[config.mk]
export PLATFORM = sky130hd
export DESIGN_NAME = mem_arbiter_flat
export DESIGN_NICKNAME = d
export VERILOG_FILES = /design/src/rtl/npc_mem_pkg.sv /design/src/rtl/mem_arbiter_if.sv /design/src/rtl/arb_rr2.sv /design/src/rtl/mem_arbiter.sv /design/src/flat_wrapper.sv
export SDC_FILE = /design/constraint.sdc
export NUM_CORES = 1
export LEC_CHECK = 0
export CORE_MARGIN = 5
export CORE_UTILIZATION = 30
export DETAILED_ROUTE_END_ITERATION = 8
export PLACE_DENSITY = 0.61
export REMOVE_ABC_BUFFERS = 1
export SKIP_CTS_REPAIR_TIMING = 1
export SYNTH_ARGS = -nofsm -noshare
export SYNTH_HDL_FRONTEND = slang
export SYNTH_SLANG_ARGS = --single-unit
[constraint.sdc]
create_clock -name clk -period 2.3 [get_ports clk]
set_input_delay 0.345 -clock clk [delete_from_list [all_inputs] [get_ports clk]]
set_output_delay 0.345 -clock clk [all_outputs]
set_load 0.02 [all_outputs]
[src/rtl/npc_mem_pkg.sv]
// Shared definitions for the IFU/LSU memory arbiter: FSM encoding, owner
// encoding, the latched-request record and the default timeout.
package npc_mem_pkg;

  typedef logic [1:0] state_t;

  localparam state_t ST_IDLE  = 2'd0;
  localparam state_t ST_ISSUE = 2'd1;
  localparam state_t ST_WAIT  = 2'd2;

  localparam logic OWN_IFU = 1'b0;
  localparam logic OWN_LSU = 1'b1;

  localparam int TIMEOUT_DEF = 255;

  // Fields captured at accept; IFU entries carry zeroed write fields.
  typedef struct packed {
    logic        owner;
    logic        wen;
    logic [3:0]  wmask;
    logic [31:0] wdata;
  } txn_t;

endpackage

[src/rtl/mem_arbiter_if.sv]
// Requester and memory-side signals of the arbiter; slave = arbiter view,
// master = the surrounding IFU/LSU/memory view.
interface mem_arbiter_if #(
  parameter int AW = 32
);
  logic          ifu_req_valid;
  logic          ifu_req_ready;
  logic [AW-1:0] ifu_addr;
  logic          ifu_resp_valid;
  logic [31:0]   ifu_rdata;
  logic          ifu_resp_err;

  logic          lsu_req_valid;
  logic          lsu_req_ready;
  logic [AW-1:0] lsu_addr;
  logic          lsu_wen;
  logic [31:0]   lsu_wdata;
  logic [3:0]    lsu_wmask;
  logic          lsu_resp_valid;
  logic [31:0]   lsu_rdata;
  logic          lsu_resp_err;

  logic          mem_req_valid;
  logic          mem_req_ready;
  logic [AW-1:0] mem_addr;
  logic          mem_wen;
  logic [31:0]   mem_wdata;
  logic [3:0]    mem_wmask;
  logic          mem_resp_valid;
  logic [31:0]   mem_rdata;

  modport slave (
    input  ifu_req_valid, ifu_addr,
    output ifu_req_ready, ifu_resp_valid, ifu_rdata, ifu_resp_err,
    input  lsu_req_valid, lsu_addr, lsu_wen, lsu_wdata, lsu_wmask,
    output lsu_req_ready, lsu_resp_valid, lsu_rdata, lsu_resp_err,
    output mem_req_valid, mem_addr, mem_wen, mem_wdata, mem_wmask,
    input  mem_req_ready, mem_resp_valid, mem_rdata
  );

  modport master (
    output ifu_req_valid, ifu_addr,
    input  ifu_req_ready, ifu_resp_valid, ifu_rdata, ifu_resp_err,
    output lsu_req_valid, lsu_addr, lsu_wen, lsu_wdata, lsu_wmask,
    input  lsu_req_ready, lsu_resp_valid, lsu_rdata, lsu_resp_err,
    input  mem_req_valid, mem_addr, mem_wen, mem_wdata, mem_wmask,
    output mem_req_ready, mem_resp_valid, mem_rdata
  );
endinterface

[src/rtl/arb_rr2.sv]
// Two-requester round-robin picker; purely combinational, grant is one-hot
// and indexed by owner encoding.
module arb_rr2
  import npc_mem_pkg::*;
(
  input  logic [1:0] req,
  input  logic       last_owner,
  output logic [1:0] gnt,
  output logic       win
);

  always_comb begin
    win = OWN_IFU;
    if (req[OWN_IFU] && req[OWN_LSU]) win = ~last_owner;
    else if (req[OWN_LSU])            win = OWN_LSU;
    gnt = '0;
    if (|req) gnt[win] = 1'b1;
  end

endmodule

[src/rtl/mem_arbiter.sv]
// Single-outstanding IFU/LSU memory arbiter: IDLE accepts one request,
// ISSUE presents it to memory, WAIT collects the response or times out.
module mem_arbiter
  import npc_mem_pkg::*;
#(
  parameter int TIMEOUT = TIMEOUT_DEF,
  parameter int AW      = 32
) (
  input  logic          clk,
  input  logic          rst_n,
  mem_arbiter_if.slave  bus
);

  localparam int TW = $clog2(TIMEOUT + 1);
  // Decision is registered, so firing one count early lands the error
  // pulse exactly TIMEOUT cycles after accept.
  localparam logic [TW-1:0] TMO_AT = TW'((TIMEOUT > 1) ? TIMEOUT - 2 : 0);

  state_t        state_q, state_d;
  logic [TW-1:0] timer_q, timer_d;
  logic          last_q, last_d;
  logic [AW-1:0] addr_q, addr_d;
  txn_t          txn_q, txn_d;

  logic          ifu_rv_q, ifu_rv_d, lsu_rv_q, lsu_rv_d;
  logic          ifu_err_q, ifu_err_d, lsu_err_q, lsu_err_d;
  logic [31:0]   ifu_rdata_q, ifu_rdata_d, lsu_rdata_q, lsu_rdata_d;

  logic [1:0]    gnt;
  logic          win;
  logic          tmo;
  logic          done, done_err;
  logic [31:0]   done_data;

  arb_rr2 u_rr (
    .req        ({bus.lsu_req_valid, bus.ifu_req_valid}),
    .last_owner (last_q),
    .gnt        (gnt),
    .win        (win)
  );

  assign tmo = (timer_q == TMO_AT);

  always_comb begin
    state_d     = state_q;
    timer_d     = timer_q;
    last_d      = last_q;
    addr_d      = addr_q;
    txn_d       = txn_q;
    ifu_rv_d    = 1'b0;
    lsu_rv_d    = 1'b0;
    ifu_err_d   = 1'b0;
    lsu_err_d   = 1'b0;
    ifu_rdata_d = ifu_rdata_q;
    lsu_rdata_d = lsu_rdata_q;
    done        = 1'b0;
    done_err    = 1'b0;
    done_data   = 32'h0;

    case (state_q)
      ST_IDLE: begin
        if (|gnt) begin
          txn_d.owner = win;
          txn_d.wen   = (win == OWN_LSU) & bus.lsu_wen;
          txn_d.wmask = (win == OWN_LSU) ? bus.lsu_wmask : 4'h0;
          txn_d.wdata = (win == OWN_LSU) ? bus.lsu_wdata : 32'h0;
          addr_d      = (win == OWN_LSU) ? bus.lsu_addr  : bus.ifu_addr;
          last_d      = win;
          timer_d     = '0;
          state_d     = ST_ISSUE;
        end
      end
      ST_ISSUE: begin
        timer_d = timer_q + TW'(1);
        if (tmo) begin
          done     = 1'b1;
          done_err = 1'b1;
        end else if (bus.mem_req_ready) begin
          state_d = ST_WAIT;
        end
      end
      ST_WAIT: begin
        timer_d = timer_q + TW'(1);
        // A response on the deadline cycle still counts as a good one.
        if (bus.mem_resp_valid) begin
          done      = 1'b1;
          done_data = bus.mem_rdata;
        end else if (tmo) begin
          done     = 1'b1;
          done_err = 1'b1;
        end
      end
      default: state_d = ST_IDLE;
    endcase

    if (done) begin
      state_d = ST_IDLE;
      if (txn_q.owner == OWN_LSU) begin
        lsu_rv_d    = 1'b1;
        lsu_err_d   = done_err;
        lsu_rdata_d = done_data;
      end else begin
        ifu_rv_d    = 1'b1;
        ifu_err_d   = done_err;
        ifu_rdata_d = done_data;
      end
    end
  end

  always_ff @(posedge clk or negedge rst_n) begin
    if (!rst_n) begin
      state_q     <= ST_IDLE;
      timer_q     <= '0;
      last_q      <= OWN_IFU;
      addr_q      <= '0;
      txn_q       <= '0;
      ifu_rv_q    <= 1'b0;
      lsu_rv_q    <= 1'b0;
      ifu_err_q   <= 1'b0;
      lsu_err_q   <= 1'b0;
      ifu_rdata_q <= 32'h0;
      lsu_rdata_q <= 32'h0;
    end else begin
      state_q     <= state_d;
      timer_q     <= timer_d;
      last_q      <= last_d;
      addr_q      <= addr_d;
      txn_q       <= txn_d;
      ifu_rv_q    <= ifu_rv_d;
      lsu_rv_q    <= lsu_rv_d;
      ifu_err_q   <= ifu_err_d;
      lsu_err_q   <= lsu_err_d;
      ifu_rdata_q <= ifu_rdata_d;
      lsu_rdata_q <= lsu_rdata_d;
    end
  end

  assign bus.ifu_req_ready  = (state_q == ST_IDLE) & gnt[OWN_IFU];
  assign bus.lsu_req_ready  = (state_q == ST_IDLE) & gnt[OWN_LSU];
  assign bus.ifu_resp_valid = ifu_rv_q;
  assign bus.ifu_resp_err   = ifu_err_q;
  assign bus.ifu_rdata      = ifu_rdata_q;
  assign bus.lsu_resp_valid = lsu_rv_q;
  assign bus.lsu_resp_err   = lsu_err_q;
  assign bus.lsu_rdata      = lsu_rdata_q;

  assign bus.mem_req_valid  = (state_q == ST_ISSUE);
  assign bus.mem_addr       = addr_q;
  assign bus.mem_wen        = txn_q.wen;
  assign bus.mem_wmask      = txn_q.wmask;
  assign bus.mem_wdata      = txn_q.wdata;

endmodule

[src/flat_wrapper.sv]
// flat-port wrapper written by rule: the top's interface ports become plain ports
module mem_arbiter_flat import npc_mem_pkg::*;
#(
  parameter int TIMEOUT = TIMEOUT_DEF,
  parameter int AW      = 32
)
  (clk, rst_n, bus_ifu_req_valid, bus_ifu_addr, bus_ifu_req_ready, bus_ifu_resp_valid, bus_ifu_rdata, bus_ifu_resp_err, bus_lsu_req_valid, bus_lsu_addr, bus_lsu_wen, bus_lsu_wdata, bus_lsu_wmask, bus_lsu_req_ready, bus_lsu_resp_valid, bus_lsu_rdata, bus_lsu_resp_err, bus_mem_req_valid, bus_mem_addr, bus_mem_wen, bus_mem_wdata, bus_mem_wmask, bus_mem_req_ready, bus_mem_resp_valid, bus_mem_rdata);
  mem_arbiter_if #(.AW(AW)) bus_i ();
  input  logic clk;
  input  logic rst_n;
  input wire logic [$bits(bus_i.ifu_req_valid)-1:0] bus_ifu_req_valid;
  input wire logic [$bits(bus_i.ifu_addr)-1:0] bus_ifu_addr;
  output wire logic [$bits(bus_i.ifu_req_ready)-1:0] bus_ifu_req_ready;
  output wire logic [$bits(bus_i.ifu_resp_valid)-1:0] bus_ifu_resp_valid;
  output wire logic [$bits(bus_i.ifu_rdata)-1:0] bus_ifu_rdata;
  output wire logic [$bits(bus_i.ifu_resp_err)-1:0] bus_ifu_resp_err;
  input wire logic [$bits(bus_i.lsu_req_valid)-1:0] bus_lsu_req_valid;
  input wire logic [$bits(bus_i.lsu_addr)-1:0] bus_lsu_addr;
  input wire logic [$bits(bus_i.lsu_wen)-1:0] bus_lsu_wen;
  input wire logic [$bits(bus_i.lsu_wdata)-1:0] bus_lsu_wdata;
  input wire logic [$bits(bus_i.lsu_wmask)-1:0] bus_lsu_wmask;
  output wire logic [$bits(bus_i.lsu_req_ready)-1:0] bus_lsu_req_ready;
  output wire logic [$bits(bus_i.lsu_resp_valid)-1:0] bus_lsu_resp_valid;
  output wire logic [$bits(bus_i.lsu_rdata)-1:0] bus_lsu_rdata;
  output wire logic [$bits(bus_i.lsu_resp_err)-1:0] bus_lsu_resp_err;
  output wire logic [$bits(bus_i.mem_req_valid)-1:0] bus_mem_req_valid;
  output wire logic [$bits(bus_i.mem_addr)-1:0] bus_mem_addr;
  output wire logic [$bits(bus_i.mem_wen)-1:0] bus_mem_wen;
  output wire logic [$bits(bus_i.mem_wdata)-1:0] bus_mem_wdata;
  output wire logic [$bits(bus_i.mem_wmask)-1:0] bus_mem_wmask;
  input wire logic [$bits(bus_i.mem_req_ready)-1:0] bus_mem_req_ready;
  input wire logic [$bits(bus_i.mem_resp_valid)-1:0] bus_mem_resp_valid;
  input wire logic [$bits(bus_i.mem_rdata)-1:0] bus_mem_rdata;
  assign bus_i.ifu_req_valid = bus_ifu_req_valid;
  assign bus_i.ifu_addr = bus_ifu_addr;
  assign bus_ifu_req_ready = bus_i.ifu_req_ready;
  assign bus_ifu_resp_valid = bus_i.ifu_resp_valid;
  assign bus_ifu_rdata = bus_i.ifu_rdata;
  assign bus_ifu_resp_err = bus_i.ifu_resp_err;
  assign bus_i.lsu_req_valid = bus_lsu_req_valid;
  assign bus_i.lsu_addr = bus_lsu_addr;
  assign bus_i.lsu_wen = bus_lsu_wen;
  assign bus_i.lsu_wdata = bus_lsu_wdata;
  assign bus_i.lsu_wmask = bus_lsu_wmask;
  assign bus_lsu_req_ready = bus_i.lsu_req_ready;
  assign bus_lsu_resp_valid = bus_i.lsu_resp_valid;
  assign bus_lsu_rdata = bus_i.lsu_rdata;
  assign bus_lsu_resp_err = bus_i.lsu_resp_err;
  assign bus_mem_req_valid = bus_i.mem_req_valid;
  assign bus_mem_addr = bus_i.mem_addr;
  assign bus_mem_wen = bus_i.mem_wen;
  assign bus_mem_wdata = bus_i.mem_wdata;
  assign bus_mem_wmask = bus_i.mem_wmask;
  assign bus_i.mem_req_ready = bus_mem_req_ready;
  assign bus_i.mem_resp_valid = bus_mem_resp_valid;
  assign bus_i.mem_rdata = bus_mem_rdata;
  mem_arbiter #(.TIMEOUT(TIMEOUT), .AW(AW)) u_core (.clk(clk), .rst_n(rst_n), .bus(bus_i));
endmodule
# Word-level counts from Yosys, hierarchy flattened
# Cells that the tools add are included.
dict set report totals {
  reg_bits 148
  latchBits 0
  mem_bits_rw 0
  mem_bits_ro 0
  input_bits 139
  output_inout_bits 140
  wordCells 70
  memories 0
}
dict set report op_classes {
  add_sub_neg 1
  mul 0
  div 0
  order_cmp 2
  eq_ne 8
  shifts 0
  muxes 30
  bitwise_logic 4
  reduce_logical 12
}
# op n
set op_table {}
lappend op_table {{$mux W32} 4}
lappend op_table {{$pmux W8 S2} 1}
lappend op_table {{$mux W1} 14}
lappend op_table {{$mux W2} 5}
lappend op_table {{$add A8 B1 Y8 const B} 1}
lappend op_table {{$eq A8 B8 Y1 const B} 1}
lappend op_table {{$mux W8} 1}
lappend op_table {{$reduce_and A2 Y1} 4}
lappend op_table {{$ne A3 B1 Y1 const B} 2}
lappend op_table {{$pmux W2 S3} 1}
lappend op_table {{$reduce_or A2 Y1} 3}
lappend op_table {{$mux W4} 1}
lappend op_table {{$ne A2 B1 Y1 const B} 2}
lappend op_table {{$pmux W1 S2} 2}
lappend op_table {{$reduce_and A4 Y1} 1}
lappend op_table {{$and A1 B1 Y1} 3}
lappend op_table {{$ne A3 B3 Y1 const B} 1}
lappend op_table {{$eq A2 B1 Y1 const B} 1}
lappend op_table {{$eq A2 B2 Y1 const B} 1}
lappend op_table {{$logic_and A1 B1 Y1} 2}
lappend op_table {{$logic_not A2 Y1} 1}
lappend op_table {{$lt A1 B2 Y1 const B} 1}
lappend op_table {{$reduce_bool A2 Y1} 1}
lappend op_table {{$demux W1 S1} 1}
lappend op_table {{2 further kinds} 2}

# Depth between registers and ports, before layout
# Gate-level depths: netlist of the first run.
dict set report logic_depth {
  ltp_word 11
  depth_mapped 8
  ltp_nobuf 6
}

# Hierarchy
# From an unflattened synthesis of the first run, not the netlist that was laid out.
dict set report unflattened {
  cells_unflattened 555
  hier_area_um2 6349.8
}
# mod n_inst cells_per_inst area_per_inst_um2 seq_area_each_um2
set by_module_without_submodules {}
lappend by_module_without_submodules {mem_arbiter 1 551 6323.6 3703.6}
lappend by_module_without_submodules {arb_rr2 1 4 26.3 0.0}

# Worst setup path before layout of the first run
# No wires, ideal clock.
dict set report synth_path {
  kind {register -> register}
  start {register u_core.state_q[0]}
  end {register u_core.ifu_rdata_q[10] (netlist: u_core.bus.ifu_rdata[10])}
  setup_time_ps 125
  arrival_ps 1844
  t_required_ps 2175
  setup_slack_ps 331
  path_stages_with_launch 9
  path_buffers 2
  period_less_slack_ps 1969
  cell_sequence {dfrtp_1 inv_1 ha_1 clkbuf_1 nand2_1 o21a_4 nor3_4 buf_6 mux2_4}
}
dict set report synth_via {
  elab_chain_cells 3
  elab_cells_between_ends 5
  classes_between {eq/ne: 2; mux: 2; reduce/logical: 1}
}
# element line_no
set synth_rtl {}
lappend synth_rtl {{start, declared} mem_arbiter.sv:19} ;# state_t state_q, state_d;
lappend synth_rtl {{start signal, assigned} mem_arbiter.sv:124} ;# state_q <= state_d;
lappend synth_rtl {{$eq A2 B2 Y1 or $eq A2 B1 Y1 (tied branches)} mem_arbiter.sv:60} ;# case (state_q)
lappend synth_rtl {{$pmux W1 S2} mem_arbiter.sv:60}
lappend synth_rtl {{$reduce_and A2 Y1 (no source line)} -}
lappend synth_rtl {{end signal, assigned} mem_arbiter.sv:133} ;# ifu_rdata_q <= ifu_rdata_d;
lappend synth_rtl {{end, declared} mem_arbiter.sv:27} ;# logic [31:0] ifu_rdata_q, ifu_rdata_d, lsu_rdata_q, lsu_rdata_d;
# Several ways; a longest one is shown, not always the timed one.
# A chain may end at the register's enable or synchronous reset.

# Worst setup path in the final report of the first run
dict set report layout_path {
  start {register u_core.state_q[0]}
  end {output port bus_lsu_req_ready}
}
dict set report layout_via {
  elab_chain_cells 2
}
# element line_no
set layout_rtl {}
lappend layout_rtl {{$logic_not A2 Y1} mem_arbiter.sv:139} ;# assign bus.lsu_req_ready = (state_q == ST_IDLE) & gnt[OWN_LSU];
lappend layout_rtl {{$and A1 B1 Y1} mem_arbiter.sv:139}
lappend layout_rtl {{end, declared} flat_wrapper.sv:22} ;# output wire logic [$bits(bus_i.lsu_req_ready)-1:0] bus_lsu_req_ready;
# Every way passes these cells.

==> impl_metrics.json, run 1 <==
{
  "rows": 52,
  "hold_path.class": "in2async",
  "cts_tree": "built",
  "setup_viol": 0,
  "wl_microns": 20160,
  "drtIter0Drc": 280,
  "antenna_cells": 0,
  "wire_per_inst_microns": 19.94,
  "grt_antenna_before_repair": 0,
  "seqPwrFrac_pct": 33.9,
  "combinationalPowerShare_pct": 41.8,
  "crit_arrival_ns": 1.83,
  "power.density_nw_per_um2": 1113,
  "syn_avg_cell_area_sq_um": 13.92,
  "initial_core_util_pct": 30.41,
  "clk_pin_slew_ns": 0.07,
  "numCtsBuffers": 17,
  "dp.cells": 975,
  "crit_path_end_kind": "output port",
  "yosysTopAreaCell": "dfrtp_1",
  "fin_cells": 1011,
  "clk_latency_ns": 0.41,
  "p_leak_nw": 4.612,
  "fin_nets": 872,
  "ys_seq_area_share_pct": 60.19,
  "critPathLaunchType": "flip-flop",
  "setup_ws_ns": 0.1257,
  "grt_pass1_wl_microns": 30300,
  "syn_inst": 442,
  "layout_commonest_cell": "clkdlybuf4s50_1",
  "portBuffers": 278,
  "yosysWarnings": 0,
  "first_global_vias": 5192,
  "firstDrtPassIters": 7,
  "critPathMaxFanout": 33,
  "drive_gt1_share_pct": 16.73,
  "ys_seq_elements": 148,
  "post-place-ws_ns": 0.1481,
  "power.net_switching_w": 0.003999,
  "chipWidth_microns": 153.2,
  "seq_area_sq_um": 3704,
  "ioPinCount": 279,
  "status": "complete, no violations",
  "final_cell_mix": "clkdlybuf4s50_1 (275), dfrtp_1 (148), mux2_4 (40)",
  "fmax_ghz": 0.4599,
  "slew_headroom_pct": 60.92,
  "root_buffer": "clkbuf_16",
  "crit_type": "reg2out",
  "clockPowerShare_pct": 24.3,
  "multi_input_area_sq_um": 2176,
  "ctsHtreeMaxLevel": 4,
  "peakVddDrop_mv": 0.6678,
  "hold_viol": 0,
  "cts_buffer_depth": 2,
  "fin_area_sq_um": 9961,
  "synthesis.area_sq_um": 6153,
  "grt_usage_pct": 16.19,
  "die_h_microns": 153.2,
  "grt_max_degree": 71,
  "cap_violations": 0,
  "drc": 0,
  "fp.dieArea_sq_um": 23470,
  "synth.distinct_cells": 32,
  "placed_area_sq_um": 9341,
  "drv_slew": 0,
  "hpwl_microns": 14210,
  "gp_congestion": 0.8021,
  "final_util_pct": 49.23,
  "synth_area_leaders": "dfrtp_1 (60%), mux2_4 (9.8%), a22o_1 (5.3%), a222oi_1 (5.2%), mux2_2 (4.2%)",
  "rsz0062_at_grt": "false",
  "fillers": 1769,
  "cp.required_ns": 1.96,
  "antenna_left": 0,
  "areaGrowthSynthToFinish_pct": 61.87,
  "num_vias": 4854,
  "tightest_slew_ns": 0.5823,
  "layout_min_cycle_time_ns": 2.174,
  "core_sq_um": 20230,
  "power.internal_w": 0.007084,
  "via_per_inst": 4.801,
  "grt_overflow": 0,
  "clock_sinks": 148,
  "fin_crit_sh_pct": 94.54,
  "synth.top_cell.area_share_pct": 60.19,
  "fin_skew_ns": 0.009507,
  "switching_share_pct": 36.08
}
==> power by group through the flow <==
stage	Clock, W	Combinational, W	Sequential, W
2_1_floorplan	0	0.00143	0.00457
3_5_place_dp	0	0.00460	0.00380
5_1_grt	0.00290	0.00492	0.00384
4_1_cts	0.00277	0.00462	0.00376
6_report	0.00269	0.00463	0.00376
3_3_place_gp	0	0.00454	0.00376
==> path summary, 6_finish.rpt <==
check	startpoint	to	slack (ns)	cells past startpoint
worst max-delay path	u_core.state_q[0]	bus_lsu_req_ready	0.13	6
worst min-delay path	rst_n	u_core.bus.ifu_rdata[28]	0.44	2
worst max register to register	u_core.state_q[1]	u_core.bus.lsu_rdata[23]	0.23	6
worst min register to register	u_core.bus.mem_addr[14]	u_core.bus.mem_addr[14]	0.49	2
max in group asynchronous	rst_n	u_core.timer_q[6]	1.18	3
min in group clk	u_core.bus.mem_addr[14]	u_core.bus.mem_addr[14]	0.49	2
==> cells in the mapped netlist <==
cell type and count:
a211o_2 1, a21o_1 1, a21oi_1 2, a222oi_1 32, a22o_1 37, a2bb2oi_1 1, and3_1 33, buf_6 6
clkbuf_1 24, dfrtp_1 148, ha_1 5, inv_1 38, mux2_1 2, mux2_2 23, mux2_4 40, nand2_1 6
nand3_1 4, nand4_2 1, nor2_1 9, nor3_1 2, nor3_4 2, nor3b_1 1, nor3b_2 1, nor4_1 5
o2111ai_1 1, o211ai_1 1, o21a_1 1, o21a_4 1, o21ai_0 5, o21ai_1 2, or3b_2 1, xnor2_1 6
==> area by class of cell <==
cell class,count,share of cell area [%]
inverters,38,1.432
clock buffers,18,4.309
flip-flops and latches,148,37.18
well taps,270,3.392
repair buffers,297,30.46
multi-input cells,226,21.84
clock inverters,14,1.382
==> registers in the layout, indices dropped and copies added (netlist names) <==
register                   cells
u_core.bus.ifu_rdata          32
u_core.bus.lsu_rdata          32
u_core.bus.mem_addr           32
u_core.bus.mem_wdata          32
u_core.timer_q                 8
u_core.bus.mem_wmask           4
u_core.state_q                 2
u_core.bus.ifu_resp_err        1
u_core.bus.ifu_resp_valid      1
u_core.bus.lsu_resp_err        1
u_core.bus.lsu_resp_valid      1
u_core.bus.mem_wen             1
u_core.last_q                  1
==> per-stage QoR <==
stage	hold WS [ns]	setup TNS, ns	total power [W]
2_1_floorplan	0.04941	-164.23	0.006008
3_5_place_dp	0.3263	0	0.008396
4_1_cts	-0.1284	-0.1329	0.01115
6_report	0.4371	0	0.01108
5_1_grt	0.4847	0	0.01166
3_3_place_gp	0.3188	0	0.008298
==> layer usage <==
metal,wire [microns],up-vias,global-route usage [%]
met5,0,-,0
met4,516,0,5.685
met1,8354,2434,20.45
li1,-,2210,-
met3,1031,34,3.873
met2,10250,176,27.21
==> logic make-up (layout without fill, tap and decap cells) <==
| family | Yosys count | after routing | synth area share, % |
|---|---|---|---|
| buffers and inverters | 68 | 367 | 4.880 |
| adder cells (fa/ha/maj) | 5 | 5 | 1.017 |
| AO/OA/AOI/OAI | 85 | 85 | 12.26 |
| AND/OR/NAND/NOR | 65 | 65 | 6.466 |
| multiplexers | 65 | 65 | 14.34 |
| XOR/XNOR | 6 | 6 | 0.8540 |
| flip-flops | 148 | 148 | 60.19 |
==> worst max-delay path: stages (launching register included) <==
cell,delay (ns)
dfrtp_1,0.40
inv_1,0.10
ha_1,0.23
nand2_1,0.11
a21oi_4,0.18
buf_12,0.22
buf_12,0.14
(Power assumes the default switching activity.)
==> inputs of run 2 (changes only) <==
- CAP_MARGIN: default -> 30
- DONT_BUFFER_PORTS: default -> 1
- PLACE_DENSITY: 0.61 -> 0.44
==> run 2 against run 1 <==
  * The run now ends with negative hold slack left
  * Critical path type unchanged
  * Sequential power up 28%
  * Highest routed layer unchanged
  * Total power shrank 13%
  * Final area down 29%
==> impl_metrics.json, run 2 (same netlist as run 1, synthesis figures left out) <==
{
  "status": "finished, violations left",
  "violations": "negative hold slack",
  "dp.cells": 690,
  "grt_pass1_wl_microns": 25300,
  "fillers": 1973,
  "cts_tree": "built",
  "wl_met1_microns": 6486,
  "setup_viol": 0,
  "chipWidth_microns": 153.2,
  "layout_commonest_cell": "dfrtp_1",
  "grt_max_degree": 149,
  "critPathLaunchType": "flip-flop",
  "drv_slew": 0,
  "portBuffers": 0,
  "slew_headroom_pct": 60.47,
  "multi_input_area_sq_um": 2188,
  "fin_skew_ns": 0.01069,
  "r2r_slack_ns": 0.28,
  "initial_core_util_pct": 30.41,
  "met2_length_microns": 8651,
  "rsz0062_at_grt": "false",
  "root_buffer": "clkbuf_16",
  "antenna_left": 0,
  "grt_overflow": 0,
  "antenna_cells": 0,
  "core_sq_um": 20230,
  "tightest_slew_ns": 0.5890,
  "drc": 0,
  "ctsHtreeMaxLevel": 4,
  "hold_viol": 148,
  "rows": 52,
  "layout_min_cycle_time_ns": 2.143,
  "grt_usage_pct": 13.64,
  "fin_crit_sh_pct": 93.20,
  "cp.required_ns": 1.96,
  "wl_microns": 16560,
  "cap_violations": 0,
  "first_global_vias": 4047,
  "fin_cells": 723,
  "power.density_nw_per_um2": 1354,
  "ioPinCount": 279,
  "top_layer": "met4",
  "clk_pin_slew_ns": 0.07,
  "cts_buffer_depth": 2,
  "p_leak_nw": 3.520,
  "crit_arrival_ns": 1.80,
  "gp_congestion": 0.7729,
  "num_vias": 3779,
  "final_util_pct": 35.17,
  "slowest_delay_ns": 0.40,
  "grt_antenna_before_repair": 0,
  "clock_sinks": 148,
  "fp.dieArea_sq_um": 23470,
  "firstDrtPassIters": 8,
  "hpwl_microns": 11480,
  "crit_slowest_cell": "dfrtp_1",
  "crit_path_end_kind": "output port",
  "die_h_microns": 153.2,
  "numCtsBuffers": 17,
  "hold_path.class": "in2async",
  "crit_type": "reg2out",
  "path_cells": "inv_1 -> ha_4 -> nand2_1 -> a21oi_2 -> buf_12 -> buf_4",
  "clk_latency_ns": 0.41,
  "seq_area_sq_um": 3704,
  "critPathMaxFanout": 28,
  "via_per_inst": 5.227,
  "drive_gt1_share_pct": 25.17,
  "final_cell_mix": "dfrtp_1 (148), mux2_4 (40), inv_1 (38)",
  "fmax_ghz": 0.4665,
  "drtIter0Drc": 378,
  "wl_met3_microns": 1047,
  "wire_per_inst_microns": 22.91,
  "reg2reg_depth": 7,
  "areaGrowthSynthToFinish_pct": 15.66,
  "fin_nets": 584,
  "setup_tns_ns": 0,
  "peakVddDrop_mv": 0.6348,
  "fin_hold_ws_ns": -0.3714
}
-- run 2: area by class of cell --
type,count,share of cell area (%)
multi-input combinational,226,30.75
tap,270,4.747
sequential,148,52.04
clock inverter,13,2.409
inverter,38,2.004
clock buffer,19,6.224
timing repair buffer,9,1.828
-- run 2: critical path, delay by kind of cell, from the launching register on --
family                     cells  cell delay (ns)
AOI/OAI and AO/OA              1             0.19
buffers and inverters          3             0.52
adders and majority gates      1             0.20
and+or+nand+nor                1             0.07
DFF                            1             0.40
-- run 2: where the power goes --
group | total, W | switching, W | internal, W | leakage (nW)
registers | 0.00481 | 0.00149 | 0.00332 | 1.97
logic | 0.00194 | 0.00105 | 0.000892 | 1.25
clock network | 0.00289 | 0.00113 | 0.00176 | 0.295
-- run 2: per-stage QoR --
stage,total power [W],setup WS (ns),instance area [sq um]
2_1_floorplan,0.006008,-1.683,5996
3_3_place_gp,0.006662,0.2954,6457
3_5_place_dp,0.006729,0.2541,6457
4_1_cts,0.009678,-0.1039,7072
5_1_grt,0.01011,0.03182,7117
6_report,0.009634,0.1565,7117
-- run 2: path summary, 6_finish.rpt --
kind | from | end
min in group clk | bus_lsu_wdata[26] | u_core.bus.mem_wdata[26]
worst max-delay path | u_core.state_q[0] | bus_ifu_req_ready
worst min register to register | u_core.state_q[0] | u_core.state_q[0]
max in group asynchronous | rst_n | u_core.timer_q[3]
worst max register to register | u_core.state_q[0] | u_core.bus.lsu_rdata[31]
worst min-delay path | rst_n | u_core.bus.ifu_rdata[0]
-- run 2: layer usage --
metal / up-vias / track usage [%]
met5: - / 0
met1: 1960 / 16.67
met2: 159 / 22.74
met4: 0 / 5.431
met3: 25 / 3.930
li1: 1635 / -
